### config.mk
export PLATFORM = sky130hd
export DESIGN_NAME = countdown_ctrl
export DESIGN_NICKNAME = d
export VERILOG_FILES = /design/src/rtl/countdown_ctrl_pkg.sv /design/src/rtl/countdown_ctrl_tick_prescaler.sv /design/src/rtl/countdown_ctrl.sv
export SDC_FILE = /design/constraint.sdc
export NUM_CORES = 1
export LEC_CHECK = 0
export ABC_CLOCK_PERIOD_IN_PS = 3400
export BUFFER_PORTS_ARGS = -buffer_cell sky130_fd_sc_hd__buf_2
export CAP_MARGIN = 20
export CORE_ASPECT_RATIO = 0.6
export CORE_MARGIN = 2
export CORE_UTILIZATION = 58
export CTS_CLUSTER_DIAMETER = 30
export DETAILED_ROUTE_END_ITERATION = 10
export PLACE_DENSITY_LB_ADDON = 0.1
export SLEW_MARGIN = 20
export SYNTH_ARGS = -nofsm -noshare
export SYNTH_HDL_FRONTEND = slang
export SYNTH_SLANG_ARGS = --single-unit
### constraint.sdc
create_clock -name CLK -period 3.4 [get_ports CLK]
set_input_delay 0 -clock CLK [delete_from_list [all_inputs] [get_ports CLK]]
set_output_delay 0 -clock CLK [all_outputs]
set_load 0.005 [all_outputs]
### src/rtl/countdown_ctrl_pkg.sv
// Shared definitions for the round timer: controller state encoding,
// BCD digit limit and the board-clock prescaler default.
package countdown_ctrl_pkg;

   typedef enum logic [2:0] {
      IDLE   = 3'd0,
      LOAD   = 3'd1,
      RUN    = 3'd2,
      PAUSED = 3'd3,
      DONE   = 3'd4
   } state_t;

   localparam logic [3:0] BCD_MAX = 4'd9;

   // 1 Hz count pulse from the 50 MHz board clock
   localparam int TICK_DIV_DEFAULT = 50_000_000;

   // Out-of-range BCD digits are forced to the largest legal digit
   function automatic logic [3:0] bcd_clamp(input logic [3:0] digit);
      return (digit > BCD_MAX) ? BCD_MAX : digit;
   endfunction

endpackage

### src/rtl/countdown_ctrl_tick_prescaler.sv
// Free-running cycle divider: counts 0..TickDiv-1 while enabled, holds
// its value while disabled, and flags the terminal count combinationally
// so the controller can register the resulting count pulse.
module tick_prescaler
   import countdown_ctrl_pkg::*;
#(
   parameter int TickDiv   = TICK_DIV_DEFAULT,
   parameter int TickWidth = 26
)
(
   input  logic CLK,
   input  logic RST,
   input  logic enable,
   input  logic clear,
   output logic tc
);

   localparam logic [TickWidth-1:0] LAST = TickWidth'(TickDiv - 1);

   logic [TickWidth-1:0] count_reg;

   assign tc = enable && (count_reg == LAST);

   // Divider register: clear wins, wraps at terminal count, holds when idle
   always_ff @(posedge CLK or negedge RST) begin
      if (!RST) begin
         count_reg <= '0;
      end else if (clear) begin
         count_reg <= '0;
      end else if (enable) begin
         if (count_reg == LAST) begin
            count_reg <= '0;
         end else begin
            count_reg <= count_reg + TickWidth'(1);
         end
      end
   end

endmodule

### src/rtl/countdown_ctrl.sv
// Round-timer controller sitting in front of a two-digit down-counting
// BCD cascade. Loads the start time, paces the ones digit with a count
// pulse, handles pause/resume and raises TimeUp once the display reads 00.
module countdown_ctrl
   import countdown_ctrl_pkg::*;
#(
   parameter int TickDiv   = TICK_DIV_DEFAULT,
   parameter int TickWidth = 26
)
(
   input  logic       CLK,
   input  logic       RST,
   input  logic       Start,
   input  logic       Pause,
   input  logic [3:0] LoadTens,
   input  logic [3:0] LoadOnes,
   input  logic [3:0] TensIn,
   input  logic [3:0] OnesIn,
   output logic       CountOut,
   output logic       SetOut,
   output logic [3:0] SetTens,
   output logic [3:0] SetOnes,
   output logic       Running,
   output logic       TimeUp
);

   state_t     state_reg, state_next;
   logic       start_q_reg, pause_q_reg;
   logic       count_out_reg, count_out_next;
   logic       set_out_reg, set_out_next;
   logic [3:0] set_tens_reg, set_tens_next;
   logic [3:0] set_ones_reg, set_ones_next;
   logic       running_reg, running_next;
   logic       time_up_reg, time_up_next;

   logic       start_edge, pause_edge;
   logic       prescale_en, tick;

   assign start_edge = Start && !start_q_reg;
   assign pause_edge = Pause && !pause_q_reg;

   // The prescaler already runs during LOAD so the first count pulse
   // lands exactly TickDiv cycles after the load strobe.
   assign prescale_en = (state_reg == LOAD) || (state_reg == RUN);

   tick_prescaler #(
      .TickDiv   (TickDiv),
      .TickWidth (TickWidth)
   ) u_prescaler (
      .CLK    (CLK),
      .RST    (RST),
      .enable (prescale_en),
      .clear  (start_edge),
      .tc     (tick)
   );

   // Next-state and next-output decode; Start overrides everything
   always_comb begin
      state_next     = state_reg;
      count_out_next = 1'b0;
      set_tens_next  = set_tens_reg;
      set_ones_next  = set_ones_reg;
      if (start_edge) begin
         state_next    = LOAD;
         set_tens_next = bcd_clamp(LoadTens);
         set_ones_next = bcd_clamp(LoadOnes);
      end else begin
         case (state_reg)
            LOAD: begin
               if ((set_tens_reg == 4'd0) && (set_ones_reg == 4'd0)) begin
                  state_next = DONE;
               end else begin
                  state_next = RUN;
               end
            end
            RUN: begin
               if (tick && (TensIn == 4'd0) && (OnesIn == 4'd0)) begin
                  // Display already at 00: stop instead of letting it wrap to 99
                  state_next = DONE;
               end else begin
                  count_out_next = tick;
                  if (pause_edge) begin
                     state_next = PAUSED;
                  end
               end
            end
            PAUSED: begin
               if (pause_edge) begin
                  state_next = RUN;
               end
            end
            default: begin
               state_next = state_reg;
            end
         endcase
      end
      set_out_next = (state_next == LOAD);
      running_next = (state_next == RUN);
      time_up_next = (state_next == DONE);
   end

   // State register and input edge-detect history
   always_ff @(posedge CLK or negedge RST) begin
      if (!RST) begin
         state_reg   <= IDLE;
         start_q_reg <= 1'b0;
         pause_q_reg <= 1'b0;
      end else begin
         state_reg   <= state_next;
         start_q_reg <= Start;
         pause_q_reg <= Pause;
      end
   end

   // Registered outputs
   always_ff @(posedge CLK or negedge RST) begin
      if (!RST) begin
         count_out_reg <= 1'b0;
         set_out_reg   <= 1'b0;
         set_tens_reg  <= 4'd0;
         set_ones_reg  <= 4'd0;
         running_reg   <= 1'b0;
         time_up_reg   <= 1'b0;
      end else begin
         count_out_reg <= count_out_next;
         set_out_reg   <= set_out_next;
         set_tens_reg  <= set_tens_next;
         set_ones_reg  <= set_ones_next;
         running_reg   <= running_next;
         time_up_reg   <= time_up_next;
      end
   end

   assign CountOut = count_out_reg;
   assign SetOut   = set_out_reg;
   assign SetTens  = set_tens_reg;
   assign SetOnes  = set_ones_reg;
   assign Running  = running_reg;
   assign TimeUp   = time_up_reg;

endmodule

# ---- After elaboration in Yosys (flattened, before gate mapping)
# Index checks and enable logic that the tools add are counted.
dict set report totals {
  in_bits 20
  ff_bits 43
  elab_cells 48
  output_inout_bits 12
}
dict set report classes {
  n_addsub 1
  muxes 14
  eq_ne 7
  n_reduce_logical 14
  n_lt_le_gt_ge 2
}
# operator count
set op_table {}
lappend op_table {{$mux 26} 3}
lappend op_table {{$add 26x1->26 const B} 1}
lappend op_table {{$eq 26x26->1 const B} 1}
lappend op_table {{$logic_not 4->1} 4}
lappend op_table {{$mux 3} 5}
lappend op_table {{$eq 3x2->1 const B} 3}
lappend op_table {{$pmux 3 s3} 1}
lappend op_table {{$gt 4x4->1 const B} 2}
lappend op_table {{$mux 4} 2}
lappend op_table {{$eq 3x1->1 const B} 2}
lappend op_table {{$logic_and 1x1->1} 6}
lappend op_table {{$eq 3x3->1 const B} 1}
lappend op_table {{$mux 1} 3}
lappend op_table {{$logic_not 1->1} 2}
lappend op_table {{$reduce_bool 2->1} 1}
lappend op_table {{$logic_or 1x1->1} 1}

# ---- Depth between registers and ports, before layout
# Gate-level depths: netlist of run 1.
dict set report logic_depth {
  depth_word 9
  depth_mapped 8
  ltp_nobuf 6
}

# ---- Hierarchy
# Synthesis of run 1 repeated with hierarchy kept, for this count alone.
dict set report hier_totals {
  cells_unflattened 254
  hier_area_um2 2357.3
}
# mod seq_area_each_um2 area_per_inst_um2 cells_each instances
set by_module_without_submodules {}
lappend by_module_without_submodules {tick_prescaler 650.6 1551.5 173 1}
lappend by_module_without_submodules {countdown_ctrl 425.4 805.8 81 1}

# ---- Worst setup path before layout of run 1
# OpenSTA, ideal clock, no wires.
dict set report synth_path {
  kind {flip-flop to flip-flop}
  startpoint {reg u_prescaler.count_reg[0]}
  endpoint {reg u_prescaler.count_reg[22]}
  n_path_buf 2
  setup_ns 0.082
  required_time_ns 3.318
  synth_period_minus_slack_ns 1.996
  setup_slack_ns 1.404
  arrival_ns 1.914
  stages_incl_launch_ff 9
  path_cell_list {dfrtp_1 ha_1 and3_1 and4_1 clkbuf_1 a21boi_1 buf_2 o21ai_0 a31oi_1}
}
dict set report synth_between {
  elab_chain_cells 4
  elab_cells_between_ends 5
  cone_classes {add/sub (1); eq/ne (1); mux (3)}
}
# item line_no
set synth_rtl {}
lappend synth_rtl {{start, declared} countdown_ctrl_tick_prescaler.sv:20} ;# logic [TickWidth-1:0] count_reg;
lappend synth_rtl {{start signal, assigned} countdown_ctrl_tick_prescaler.sv:34} ;# count_reg <= count_reg + TickWidth'(1);
lappend synth_rtl {{$add 26x1->26 / $eq 26x26->1 (equally long branches)} {countdown_ctrl_tick_prescaler.sv:34, countdown_ctrl_tick_prescaler.sv:31}}
lappend synth_rtl {{$mux 26 (*)} countdown_ctrl_tick_prescaler.sv:31} ;# if (count_reg == LAST) begin
lappend synth_rtl {{$mux 26 (*)} countdown_ctrl_tick_prescaler.sv:30} ;# end else if (enable) begin
lappend synth_rtl {{$mux 26 (*)} countdown_ctrl_tick_prescaler.sv:28} ;# end else if (clear) begin
# Mark *: on every way between the ends. The rest lies on a longest branch, timed or not. The select of a mux whose other input is x is not followed.
# A chain may end at the register's enable or synchronous reset.

# ---- Worst setup path after layout of run 1
dict set report layout_path {
  startpoint {reg u_prescaler.count_reg[18]}
  endpoint {reg u_prescaler.count_reg[19]}
}
# The elaborated chain is that of the path after synthesis.

==> results of run 1 <==
## through the flow
stage	worst slack (ns)	cell area (sq um)	hold WS, ns
2_1_floorplan	1.404	2278	-0.2956
3_3_place_gp	1.368	2470	0.1197
3_5_place_dp	1.314	2470	0.1202
4_1_cts	1.286	2716	0.1290
5_1_grt	1.089	2716	0.1758
6_report	1.265	2716	0.1360
## kinds of logic (layout without fill, tap and decap cells)
| kind of cell | count (synthesis) | count (layout) |
|---|---|---|
| DFF | 43 | 43 |
| muxes | 3 | 3 |
| buffers and inverters | 15 | 58 |
| adders and majority gates | 1 | 1 |
| AOI/OAI and AO/OA | 40 | 40 |
| and+or+nand+nor | 130 | 130 |
| xor gates and xnor gates | 13 | 13 |
## placed cells by master (no fill, tap or decap), drive strengths merged, types with 2 or more instances in the layout
master,netlist,routed
a21boi,2,2
a21oi,11,11
a31oi,7,7
a41oi,4,4
and2,2,2
and3,6,6
and4,3,3
buf,4,33
bufinv,0,2
clkbuf,5,5
dfrtp,43,43
dlygate4sd3,0,11
inv,6,6
mux2,2,2
nand2,30,30
nand2b,2,2
nand3,13,13
nand3b,5,5
nand4,7,7
nor2,25,25
nor2b,3,3
nor3,10,10
nor3b,3,3
nor4,12,12
nor4b,2,2
o21ai,8,8
o31ai,2,2
or4,2,2
xnor2,9,9
xor2,4,4
## report_power, final
group	switching (mW)	internal [mW]	total (mW)
Combinational	0.255	0.168	0.423
Sequential	0.0806	0.570	0.651
Clock	0.180	0.293	0.473
Total	0.516	1.03	1.55
## repair_timing
item                                    4_1_cts  5_1_grt
hold buffers                                 11        0
endpoints found under the setup margin        0        0
endpoints found under the hold margin        53        0
## layout make-up
type / instances / area (sq um)
multi-input cells: 187 / 1142
well taps: 47 / 58.81
clock buffers: 5 / 68.82
clock inverters: 3 / 67.56
repair buffers: 44 / 280.3
fillers: 278 / 1006
inverters: 6 / 22.52
flip-flops and latches: 43 / 1076
## cell usage after synthesis, types with 2 or more instances
cell type  count  area [sq um]
nor3b_1        3         22.52
a41oi_1        4         35.03
nor2b_1        3         18.77
a21oi_1       11         55.05
xnor2_1        9         78.83
nand3b_1       5         37.54
dfrtp_1       43          1076
nor4b_1        2         17.52
mux2_2         2         22.52
and2_1         2         12.51
clkbuf_1       5         18.77
nor2_1        25         93.84
o31ai_1        2         15.01
xor2_1         4         35.03
a31oi_1        7         43.79
nand4_1        5         31.28
nor4_1        11         68.82
buf_2          3         15.01
inv_1          5         18.77
nand2b_1       2         12.51
nand2_1       29         108.9
nand3_1       13         65.06
or4_1          2         15.01
nor3_1         9         45.04
o21ai_0        7         35.03
and4_1         3         26.28
and3_1         6         37.54
## worst reg2reg max path, delay by kind of cell, from the launching register on
family,cells,cell delay (ns)
AOI/OAI and AO/OA,2,0.37
buffers and inverters,1,0.20
DFF,1,0.46
and+or+nand+nor,3,1.00
## worst max path at each step
stage	startpoint	endpoint	slack (ns)	depth (start not counted)
5_1_grt	start_q_reg	u_prescaler.count_reg[22]	1.09	7
2_1_floorplan	u_prescaler.count_reg[0]	u_prescaler.count_reg[22]	1.40	8
4_1_cts	u_prescaler.count_reg[18]	u_prescaler.count_reg[19]	1.29	6
6_report	u_prescaler.count_reg[18]	u_prescaler.count_reg[19]	1.26	6
3_5_place_dp	start_q_reg	u_prescaler.count_reg[7]	1.31	7
3_3_place_gp	start_q_reg	u_prescaler.count_reg[17]	1.37	7
## metal layers
layer  vias to the layer above  GRT usage  share of wire
met3                         8    0.05512          0.067
met1                       964     0.4051           0.50
li1                        981          -              -
met5                         -          0              0
met2                        64     0.3819           0.42
met4                         0    0.07937          0.012
==> summary.txt, run 1 <==
STATUS
-----------------------------------------------------------------------------------------------------------------
Result of the run                                                                                       completed

WORST SETUP PATH
-----------------------------------------------------------------------------------------------------------------
Worst path bufs/invs                                                                                            1
CP Capture Type                                                                                              flop
End of the worst register-to-register path                                                           u_prescaler.count_reg[19]
Dominant delay contributor by cell family on the critical path                                       simple AND/OR/NAND/NOR gates
Worst-path cell chain                                                                                or4b_1 > nor3_2 > a21boi_1 > buf_4 > and3_1 > a211o_1
Worst reg2reg startpoint                                                                             u_prescaler.count_reg[18]
Worst Setup Path Type                                                                                flop to flop
Largest driver fanout on the critical path                                                                     16
Sort of element at the start of the critical path                                                            flop
Depth of the worst register-to-register path                                                                    6
Longest individual stage delay on the worst path                                                          0.60 ns
Worst path slowest cell                                                                                    or4b_1
Crit path arrival time                                                                                    2.32 ns
Reg2Reg Setup Slack                                                                                       1.26 ns
Crit path required time                                                                                   3.59 ns

FINISH
-----------------------------------------------------------------------------------------------------------------
Utilization after layout                                                                                   0.7297
Flip-flop count of the largest register, all copies and words added                                            26
Antenna fix cells                                                                                               0
Final standard cell count with taps included and fillers excluded                                             335
Area growth, synth to finish                                                                               19.22%
Share of cells above drive strength 1                                                                      0.1806
Net count of the finished layout                                                                              308

FLOW RUN
-----------------------------------------------------------------------------------------------------------------
Total of max-cap violations                                                                                     0

STA
-----------------------------------------------------------------------------------------------------------------
Number of setup violations in the final report                                                                  0
Max-slew headroom                                                                                          0.3770
Final period util                                                                                          0.6280
RSZ-0062 raised after global routing                                                                        false
Crit path time final                                                                                     2.135 ns
Setup TNS                                                                                                    0 ns
Maximum operating frequency                                                                             468.4 MHz
Worst-Margin Slew                                                                                       0.9345 ns
Worst-case clock skew                                                                                 0.007396 ns
Final max-slew violation count                                                                                  0
Hold Vio Cnt, Final                                                                                             0

CLOCK NETWORK
-----------------------------------------------------------------------------------------------------------------
Inserted Clock Buffers                                                                                          5
Root cell of the clock tree                                                                              clkbuf_8
Max Root-Sink Buffers                                                                                           2
Cts repair resizes                                                                                              0
Clock tree from TritonCTS                                                                                    done
Buffer count from post-CTS setup fixing                                                                         0
Clock transition at the registers of the reported paths                                                   0.08 ns
Clock sink count                                                                                               43
# H-tree levels                                                                                                 2
Latest clock arrival within the worst-skew pair                                                           0.30 ns

LOGIC SYNTHESIS
-----------------------------------------------------------------------------------------------------------------
Synthesized instance count                                                                                    245
Multiplexer share of the synthesized area                                                                 0.01428
Proportion of synthesized flip-flops having asynchronous set or reset                                       1.000
Proportion of synthesized chip area in sequential cells                                                    0.4723
Area fraction in compound gates after synthesis                                                            0.1131
Netlist Area Pre-Place                                                                                 2278 sq um
#FFs+latches synth                                                                                             43
Number of enable flip-flop cells after synthesis                                                                0
Net count after synthesis                                                                                     266
Yosys synthesis warning count                                                                                   0
Post-Synthesis Mean Instance Area                                                                     9.300 sq um
Dominant combinational cell family by area after synthesis                                           simple AND/OR/NAND/NOR gates
Commonest register cell after synthesis                                                                   dfrtp_1
Netlist cell types                                                                                             50
Simple-gate share of the synthesized area                                                                  0.3185
Arithmetic-cell share of the synthesized area counting full adders, half adders and majority gates       0.005491
Synthesized-area fraction occupied by xor and xnor cells                                                  0.04997

DIE
-----------------------------------------------------------------------------------------------------------------
I/O pin count                                                                                                  32
Chip Width                                                                                               84.92 um
Initial Utilization                                                                                        0.6121
Std-Cell Rows                                                                                                  17
Die Height                                                                                               52.55 um
Area of the placeable core                                                                             3722 sq um
Floorplan die area                                                                                     4462 sq um

DETAILED ROUTING
-----------------------------------------------------------------------------------------------------------------
DR WL/cell                                                                                               16.13 um
Iteration-0 DRC Markers                                                                                       199
Mean number of vias per cell                                                                                6.021
DRC                                                                                                             0
Post-DRT Antenna Nets                                                                                           0
Vias                                                                                                         2017
Final wirelength                                                                                          5405 um
Router iterations before antenna repair                                                                         4

PLACE
-----------------------------------------------------------------------------------------------------------------
Final weighted congestion of routability-driven global placement                                           0.8916
Estimated wirelength of the detail-placed design                                                          3799 um
Number of port buffers                                                                                         31
DP Cell Count                                                                                                 316

GLOBAL ROUTE
-----------------------------------------------------------------------------------------------------------------
Total routing usage reported by global routing                                                             0.2664
Antenna violations before repair                                                                                0
Remaining global-route overflow                                                                                 0
Wire length of the first global-routing pass                                                              8935 um
Vias in the first global route                                                                               1850
Largest net degree at the start of global routing                                                              44

PWR
-----------------------------------------------------------------------------------------------------------------
Ratio of total power to cell area                                                                    569.5 nW/um^2
Sum of internal, switching and leakage power                                                             1.547 mW
IR drop worst, VDD                                                                                       501.8 uV
Reported leakage power                                                                                   1.207 nW

HOLD PATH
-----------------------------------------------------------------------------------------------------------------
Launch instance of the worst min-delay path                                                             OnesIn[1]
Path type of the worst min-delay path                                                                input port to flop
Cells on Worst Hold Path                                                                                        6
Min-Delay Endpoint                                                                                   state_reg[2]

Note: power is estimated with default switching activity, not from simulation.
==> inputs of run 2 (changes only) <==
- ABC_AREA: unset -> 1
- ABC_CLOCK_PERIOD_IN_PS: 3400 -> 1900
- CORE_UTILIZATION: 58 -> 52
- clock period: 3.4 -> 1.9 ns (I/O delays scaled with it)
==> run 2 against run 1 <==
  * Clock power increased by 46%
  * Clock skew decreased by 0.00064 ns
  * Count of clock-buffer cells in the layout increased by 1
  * Critical path depth unchanged
  * Wire length increased by 27%
  * Worst hold slack improved by 0.014 ns
  * Maximum frequency increased by 16%
==> summary.txt, run 2 <==
PWR
-------------------------------------------------------------------------------------
Reported leakage power                                                       1.505 nW
Cell internal pwr                                                            1.618 mW
Clk network pwr share                                                           0.279
Ratio of total power to cell area                                        798.1 nW/um^2
Sum of internal, switching and leakage power                                 2.480 mW
Part of the total power dissipated in combinational logic                       0.286
IR drop worst, VDD                                                           456.8 uV
Switching power                                                             0.8611 mW
Switching power share of the total                                             0.3473
Share of power burned in registers                                              0.435

DETAILED ROUTING
-------------------------------------------------------------------------------------
Mean number of vias per cell                                                    5.211
Iteration-0 DRC Markers                                                           232
Vias                                                                             2517
DR WL/cell                                                                   14.16 um
Post-DRT Antenna Nets                                                               0
DRC                                                                                 0
Router iterations before antenna repair                                             5
Final wirelength                                                              6838 um

LOGIC SYNTHESIS
-------------------------------------------------------------------------------------
Proportion of synthesized flip-flops having asynchronous set or reset           1.000
Proportion of synthesized chip area in sequential cells                        0.4086
Number of enable flip-flop cells after synthesis                                    0
Yosys synthesis warning count                                                       0
Top cell type by total area after synthesis                                   dfrtp_1
Synthesized instance count                                                        366
Proportion of netlist area held by the largest area contributor                0.4086
Top post-synthesis cells by count                                        nand2_1, nor2_1, inv_1
Post-Synthesis Mean Instance Area                                         7.196 sq um
Net count after synthesis                                                         387
Largest cells by area after synthesis                                    dfrtp_1, nand2_1, nor2_1
Most repeated cell in the gate-level netlist after synthesis                  nand2_1
Netlist Area Pre-Place                                                     2634 sq um
#FFs+latches synth                                                                 43
Commonest register cell after synthesis                                       dfrtp_1
Netlist cell types                                                                 32

CLOCK NETWORK
-------------------------------------------------------------------------------------
Max Root-Sink Buffers                                                               2
Inserted Clock Buffers                                                              5
Buffer count from post-CTS setup fixing                                             0
Root cell of the clock tree                                                  clkbuf_8
Clock tree from TritonCTS                                                        done
Clock sink count                                                                   43
Latest clock arrival within the worst-skew pair                               0.29 ns
# H-tree levels                                                                     2
Clock transition at the registers of the reported paths                       0.08 ns

STATUS
-------------------------------------------------------------------------------------
Result of the run                                                           completed

STA
-------------------------------------------------------------------------------------
Number of setup violations in the final report                                      0
Worst-Margin Slew                                                           0.5524 ns
Final max-slew violation count                                                      0
Max-slew headroom                                                              0.6318
Worst-case clock skew                                                     0.006759 ns
Setup TNS                                                                        0 ns
Crit path time final                                                         1.833 ns
Final period util                                                              0.9650
Maximum operating frequency                                                 545.4 MHz
Final-layout worst hold slack                                               0.1498 ns
Slack of the critical path                                                 0.06653 ns
Hold Vio Cnt, Final                                                                 0
RSZ-0062 raised after global routing                                            false

FINISH
-------------------------------------------------------------------------------------
Antenna fix cells                                                                   0
Net count of the finished layout                                                  438
Flip-flop count of the largest register, all copies and words added                26
Most frequent standard cell in the layout excluding fill and tap cells        nand2_1
Commonest cells after routing, fill and taps aside                       nand2_1, nor2_1, inv_1
Utilization after layout                                                       0.6239
Area growth, synth to finish                                                   17.96%
Final standard cell count with taps included and fillers excluded                 483
Share of cells above drive strength 1                                          0.1823
Post-route cell area                                                       3107 sq um

DIE
-------------------------------------------------------------------------------------
Area of the placeable core                                                 4980 sq um
Chip Width                                                                   95.88 um
Std-Cell Rows                                                                      20
Die Height                                                                   59.13 um
I/O pin count                                                                      32
Initial Utilization                                                            0.5289
Floorplan die area                                                         5669 sq um

GLOBAL ROUTE
-------------------------------------------------------------------------------------
Largest net degree at the start of global routing                                  44
Global-route layer with the greatest usage                                       met1
GR Util met3                                                                  0.05725
Met1 usage in global routing                                                   0.4191
Total routing usage reported by global routing                                 0.2513
GR met2 Demand/Resource                                                        0.3277
Remaining global-route overflow                                                     0
Wire length of the first global-routing pass                                 10700 um
Vias in the first global route                                                   2134
Antenna violations before repair                                                    0

PLACE
-------------------------------------------------------------------------------------
Final weighted congestion of routability-driven global placement               0.9551
DP Cell Count                                                                     462
Number of port buffers                                                             31
Cell area after placement                                                  2864 sq um
Pre-CTS WS                                                                  0.1709 ns
Estimated wirelength of the detail-placed design                              5106 um

HOLD PATH
-------------------------------------------------------------------------------------
Path type of the worst min-delay path                                    input port to flop

WORST SETUP PATH
-------------------------------------------------------------------------------------
Crit path required time                                                       2.13 ns
Sort of element at the start of the critical path                                flop
Worst Setup Path Type                                                    flop to flop
CP Capture Type                                                                  flop
Crit path arrival time                                                        2.06 ns
Largest driver fanout on the critical path                                         16

FLOW RUN
-------------------------------------------------------------------------------------
Total of max-cap violations                                                         0

run 2: cell families after synthesis:
kind of cell | count (synthesis) | synth area share
simple gates | 224 | 0.4038
buf+inv | 55 | 0.08550
flops | 43 | 0.4086
compound gates | 39 | 0.08408
xor+xnor | 4 | 0.01330
fa+ha+maj | 1 | 0.004750
run 2: repair_timing:
| item | 4_1_cts | 5_1_grt |
|---|---|---|
| resized for setup | 0 | 1 |
| hold buffers | 14 | 0 |
| endpoints found under the hold margin | 53 | 0 |
| endpoints found under the setup margin | 0 | 3 |
run 2: layer usage:
metal | routed length, um | share of wire
met1 | 3443 | 0.50
met2 | 2687 | 0.39
met3 | 695 | 0.10
met4 | 12 | 0.0018
met5 | 0 | 0
run 2: path summary, 6_finish.rpt:
path	start	endpoint	slack (ns)	cells after the start
max	start_q_reg	SetOnes[0]	0.07	6
min	TensIn[0]	CountOut	0.15	7
max reg2reg	start_q_reg	SetOnes[0]	0.07	6
min reg2reg	u_prescaler.count_reg[22]	u_prescaler.count_reg[22]	0.52	2
max in group asynchronous	RST	u_prescaler.count_reg[4]	1.21	3
min in group asynchronous	RST	u_prescaler.count_reg[19]	0.31	3
run 2: worst max-delay path, cell delays in order, from the launching register on:
cell	delay, ns
dfrtp_1	0.36
or2_1	0.30
buf_4	0.23
inv_2	0.16
nor2_1	0.06
a21oi_1	0.11
dlygate4sd3_1	0.56
run 2: layout make-up:
class                      instances  area [sq um]
fill                             459          1873
multi-input combinational        268          1333
sequential                        43          1076
timing repair buffer              49         325.3
inverter                          50         187.7
tap                               66         82.58
clock buffer                       6         72.57
clock inverter                     1         30.03
run 2: power by group through the flow:
stage | registers [mW] | clock network (mW) | logic, mW
floorplan | 1.08 | 0 | 0.495
global placement | 1.09 | 0 | 0.672
detailed placement | 1.09 | 0 | 0.680
CTS | 1.08 | 0.707 | 0.702
global route | 1.09 | 0.754 | 0.787
finish | 1.08 | 0.691 | 0.710
